===== src/rtl/inst_prefetch_buf.sv =====
// inst_prefetch_buf: instruction fetch front end between inst_rom and the IF stage.
// Owns the fetch PC, drives the ROM, and queues {pc, inst} pairs in a small FIFO
// that the core drains over a valid/ready handshake. A redirect flushes the
// queue and restarts fetch at the word-aligned target.
module inst_prefetch_buf #(
  parameter int          DEPTH    = 4,
  parameter logic [31:0] RESET_PC = 32'h0000_0000
) (
  input  logic                     clk,
  input  logic                     rst,
  output logic                     rom_ce_o,
  output logic [31:0]              rom_addr_o,
  input  logic [31:0]              rom_data_i,
  output logic                     inst_valid_o,
  input  logic                     inst_ready_i,
  output logic [31:0]              inst_o,
  output logic [31:0]              pc_o,
  input  logic                     redirect_i,
  input  logic [31:0]              redirect_addr_i,
  output logic [$clog2(DEPTH):0]   level_o
);

  localparam int AW = $clog2(DEPTH);
  localparam int CW = AW + 1;
  localparam logic [CW-1:0] FULL_LEVEL = CW'(DEPTH);

  logic [31:0]   fpc;
  logic [31:0]   mem_pc   [DEPTH];
  logic [31:0]   mem_inst [DEPTH];
  logic [AW-1:0] wr_ptr;
  logic [AW-1:0] rd_ptr;
  logic [CW-1:0] count;

  logic          push;
  logic          pop;

  // Fetch is throttled only by occupancy; the core's ready never reaches the ROM
  // enable, so a full queue waits one cycle after a pop before fetching again.
  assign rom_ce_o     = !rst && !redirect_i && (count < FULL_LEVEL);
  assign rom_addr_o   = rst ? RESET_PC : fpc;
  assign inst_valid_o = (count != '0) && !rst;
  assign push         = rom_ce_o;
  assign pop          = inst_valid_o && inst_ready_i && !redirect_i;

  assign inst_o  = inst_valid_o ? mem_inst[rd_ptr] : 32'h0;
  assign pc_o    = inst_valid_o ? mem_pc[rd_ptr]   : 32'h0;
  assign level_o = rst ? '0 : count;

  // Fetch PC: reset, redirect target (word aligned), or advance on each fetch.
  always_ff @(posedge clk) begin
    if (rst) begin
      fpc <= RESET_PC;
    end else if (redirect_i) begin
      fpc <= redirect_addr_i & 32'hFFFF_FFFC;
    end else if (push) begin
      fpc <= fpc + 32'd4;
    end
  end

  // Queue bookkeeping: pointers and occupancy, flushed by reset or redirect.
  always_ff @(posedge clk) begin
    if (rst || redirect_i) begin
      wr_ptr <= '0;
      rd_ptr <= '0;
      count  <= '0;
    end else begin
      if (push) begin
        wr_ptr <= wr_ptr + AW'(1);
      end
      if (pop) begin
        rd_ptr <= rd_ptr + AW'(1);
      end
      case ({push, pop})
        2'b10:   count <= count + CW'(1);
        2'b01:   count <= count - CW'(1);
        default: count <= count;
      endcase
    end
  end

  // Entry storage; contents are don't-care after reset so no reset here.
  always_ff @(posedge clk) begin
    if (push) begin
      mem_pc[wr_ptr]   <= fpc;
      mem_inst[wr_ptr] <= rom_data_i;
    end
  end

endmodule


===== config.mk =====
export PLATFORM = sky130hd
export DESIGN_NAME = inst_prefetch_buf
export DESIGN_NICKNAME = d
export VERILOG_FILES = /design/src/rtl/inst_prefetch_buf.sv
export SDC_FILE = /design/constraint.sdc
export NUM_CORES = 1
export LEC_CHECK = 0
export ABC_AREA = 0
export BUFFER_PORTS_ARGS = -buffer_cell sky130_fd_sc_hd__buf_2
export CAP_MARGIN = 5
export CORE_UTILIZATION = 33
export DETAILED_ROUTE_END_ITERATION = 16
export PLACE_DENSITY = 0.58
export SYNTH_ARGS = -nofsm -noshare
export SYNTH_HDL_FRONTEND = slang
export SYNTH_SLANG_ARGS = --single-unit

===== constraint.sdc =====
create_clock -name clk -period 5.2 [get_ports clk]
set_input_delay 0.26 -clock clk [delete_from_list [all_inputs] [get_ports clk]]
set_output_delay 0.26 -clock clk [all_outputs]
set_load 0.1 [all_outputs]

### Word-level counts from Yosys, hierarchy flattened

Memory sizes are Yosys's and may differ from the RTL's. A register that Yosys moved wholly into a read port is not among the register bits.
Index checks and enable logic that the tools add are counted.

* register bits: 39
* bits in writable memories: 256
* memories: 2
* word-level logic and storage cells: 40

Memories
* mem_inst: depth 4, bits a word 32, rd ports 1, clocked after Yosys merged registers in 1, write ports 1, line 29 `logic [31:0] mem_inst [DEPTH];`
* mem_pc: depth 4, bits a word 32, rd ports 1, clocked after Yosys merged registers in 1, write ports 1, line 28 `logic [31:0] mem_pc [DEPTH];`

* $lt $le $gt $ge: 1
* reductions and logical operators: 12
* muxes and demuxes: 13
* equality and inequality tests: 2
* add/subtract/negate cells: 5

Operators by type and width (number)
* $mux W32: 5
* $add A32 B3 Y32 const B: 1
* $mux W2: 4
* $pmux W3 S2: 1
* $logic_and A1 B1 Y1: 5
* $add A2 B1 Y2 const B: 2
* $reduce_bool A2 Y1: 2
* $add A3 B1 Y3 const B: 1
* $lt A3 B3 Y1 const B: 1
* $mux W3: 1
* $reduce_bool A3 Y1: 1
* $sub A3 B1 Y3 const B: 1
* $eq A2 B1 Y1 const B: 1
* $eq A2 B2 Y1 const B: 1
* $logic_not A1 Y1: 2
* $mux W1: 2
* $reduce_or A2 Y1: 1
* $logic_or A1 B1 Y1: 1

### Logic depth before layout (Yosys ltp)

* word-level depth: 6
* gate-level depth with buffers: 11
* gate-level depth less buffers: 9

### Worst setup path after synthesis

Ideal clock, no wire load.

* kind: flip-flop to output port
* from: reg count[2]
* to: out pc_o[22]
* slack: 0.846 ns
* arrival time: 4.094 ns
* cell stages (with the launch flop): 6
* cells stage by stage: dfxtp_1 nor2b_1 or3_1 clkbuf_1 clkbuf_1 and2_1

* word-level cells in the longest chain between the ends: 3

RTL lines
* from (decl): line 32 `logic [CW-1:0] count;`
* from (signal assigned): line 74 `2'b10: count <= count + CW'(1);`
* from (signal assigned): line 75 `2'b01: count <= count - CW'(1);`
* from (signal assigned): line 76 `default: count <= count;`
* $reduce_bool A3 Y1: line 41 `assign inst_valid_o = (count != '0) && !rst;`
* $logic_and A1 B1 Y1: line 41
* net inst_valid_o: line 14 `output logic inst_valid_o,`
* $mux W32: line 46 `assign pc_o = inst_valid_o ? mem_pc[rd_ptr] : 32'h0;`
* to (decl): line 17 `output logic [31:0] pc_o,`

The timed path passes the listed nets, and every way through them passes these cells.

==> run summary <==
n_diodes: 0
first-pass GRT wire length: 41,300 um
status: completed
maximum fanout along the worst path: 31
share of cells above drive strength 1: 31.3%
DR vias/cell: 4.99
via count: 6,894
setup TNS: 0 ns
RSZ-0062 raised after global routing: no
DR WL/cell: 19.7 um
# IOs: 169
syn avg cell area: 16.7 um^2
crit path DAT: 2.83 ns
Total GRT Usage: 15.0%
Num CTS Buffers: 35
VDD IR max: 237 uV
Worst setup SP type: flop
largest net degree at the start of global routing: 64
commonest non-fill, non-tap cell in the layout: edfxtp_1
commonest cells after routing, fill and taps aside: edfxtp_1, buf_2, and2_1
Reg clk slew, reported paths: 0.06 ns
Congestion Overflow GR: 0
IO buf count: 162
final WL: 27,300 um
Synth cell types: 53
Worst setup EP type: output port
CTS root buffer: clkbuf_16
CP Class: reg -> out
Layout Skew: 0.0146 ns
min cycle time layout: 3.09 ns
Power Dens Cells: 367 mW/mm^2
initial antenna violation count: 2
hold crit path type: in -> reg
synth warn: 0
drt first pass iters: 5
Leak: 5.10 nW
mux contribution to synthesized area: 12.0%
Final period util: 59.4%
compound-gate portion of the synthesized area: 3.34%
hpwl dp: 15,500 um
vias in the first global route: 6,940
Slew @ Worst Pin: 1.08 ns
number of clock sinks: 287
Final Total Pwr: 5.35 mW
fmax: 324 MHz
post-synthesis sequential element count: 287
Synth Area in Adders: 0.804%
Synth Area in XOR/XNOR: 1.04%
Fin. Hold Viols: 0
Die Height: 191 um
WP data required: 4.94 ns
die area: 0.0366 mm^2
largest family of logic cells by synthesized area: multiplexers
asr flop ratio synth: 0%
residual DRC count: 0
Slew HR: 27.8%
Mapped Area: 0.0118 mm^2
EDFF count, synth: 248
DR iter-0 viols: 328
cells after synthesis: 707
initial cell density of the core: 33.9%
Post-Synth Simple-Gate Area: 11.0%
CTS tree: built
antenna-violating nets left: 0
clk_lat worst skew: 0.50 ns
Die X: 191 um
register area share after synthesis: 69.5%
buffer levels on the longest clock path: 3
gpl congestion: 0.776
FP Rows: 68
Max-Cap Viols: 0
top_reg_cell synth: edfxtp_1
final-report setup violation count: 0
H-tree depth: 2
Post-layout nets: 978
Layout area overhead: 23.1%
core region area: 0.0349 mm^2
max-slew violation count: 0
[where the power goes]
part	internal, mW	total [mW]	switching (mW)
clock network	1.44	2.36	0.913
registers	2.56	2.62	0.0546
logic	0.107	0.372	0.265
[repair_timing]
action                                  CTS  global route
hold endpoints to repair                133             0
buffers inserted                          0             0
hold buffers                             37             0
endpoints found under the setup margin    0             0
resized for setup                         0             0
[critical path, cell delays in order, from the launching register on]
cell and delay (ns):
dfxtp_4 0.81, buf_4 0.46, mux4_2 0.58, and2_1 0.17
buf_2 0.29
[cell type report]
class / count / area (um^2)
fillers: 3223 / 20300
inverters: 15 / 56.3
clock buffers: 44 / 952
clock inverters: 17 / 166
flip-flops and latches: 287 / 8240
well taps: 455 / 569
multi-input cells: 359 / 3360
repair buffers: 205 / 1230
[kinds of logic after synthesis]
| family | count (synthesis) |
|---|---|
| other cells | 1 |
| simple gates | 218 |
| mux | 64 |
| fa+ha+maj | 7 |
| buf+inv | 64 |
| flops | 287 |
| compound gates | 52 |
| xor+xnor | 14 |
[synthesized netlist by cell type, types with 8 or more instances]
master      n  area (um^2)
a211oi_1   10         75.1
inv_1      15         56.3
nor2b_1    36          225
clkbuf_1   30          113
mux4_2     62         1400
o21ai_0     9         45.0
a21oi_1     8         40.0
nand4_1    12         75.1
nand3_1     9         45.0
nor2_1     32          120
and2_1     67          419
nand2_1    14         52.6
edfxtp_1  248         7450
dfxtp_1    39          781
nor4_1      8         50.1
xnor2_1     9         78.8
[sequential cells by signal, indices dropped and copies added (netlist names), named ones only]
register,cells
mem_inst,128
mem_pc,120
fpc,30
count,3
rd_ptr,2
wr_ptr,2
[layer usage]
| metal | vias up | global-route usage [%] | wire length, um |
|---|---|---|---|
| met5 | - | 0 | 0 |
| met4 | 0 | 3.54 | 319 |
| met3 | 23 | 3.07 | 1550 |
| met2 | 219 | 23.6 | 12600 |
| met1 | 3501 | 21.2 | 12800 |
| li1 | 3151 | - | - |
[metrics by stage]
stage          area [um^2]  instances  setup WS (ns)  util [%]  hold WS (ns)
6_report             14600       1382           2.11      41.7        0.0281
5_1_grt              14600       1382           1.89      41.7        0.0135
4_1_cts              14600       1382           1.96      41.7       0.00587
3_5_place_dp         13100       1284           2.30      37.5         0.479
3_3_place_gp         13100       1284           2.39      37.5         0.469
2_1_floorplan        11800        710          0.846         -         0.359
[worst paths after layout]
path | from | endpoint | slack, ns | cells after the start
worst max-delay path | flop | pc_o[19] | 2.11 | 4
worst min-delay path | redirect_addr_i[31] | fpc[31]$_SDFFE_PP0P_ | 0.03 | 2
worst max register to register | count[2]$_SDFFE_PP0P_ | count[2]$_SDFFE_PP0P_ | 2.69 | 9
worst min register to register | rd_ptr[1]$_SDFFE_PP0P_ | flop | 0.49 | 2
(Power assumes the default switching activity.)
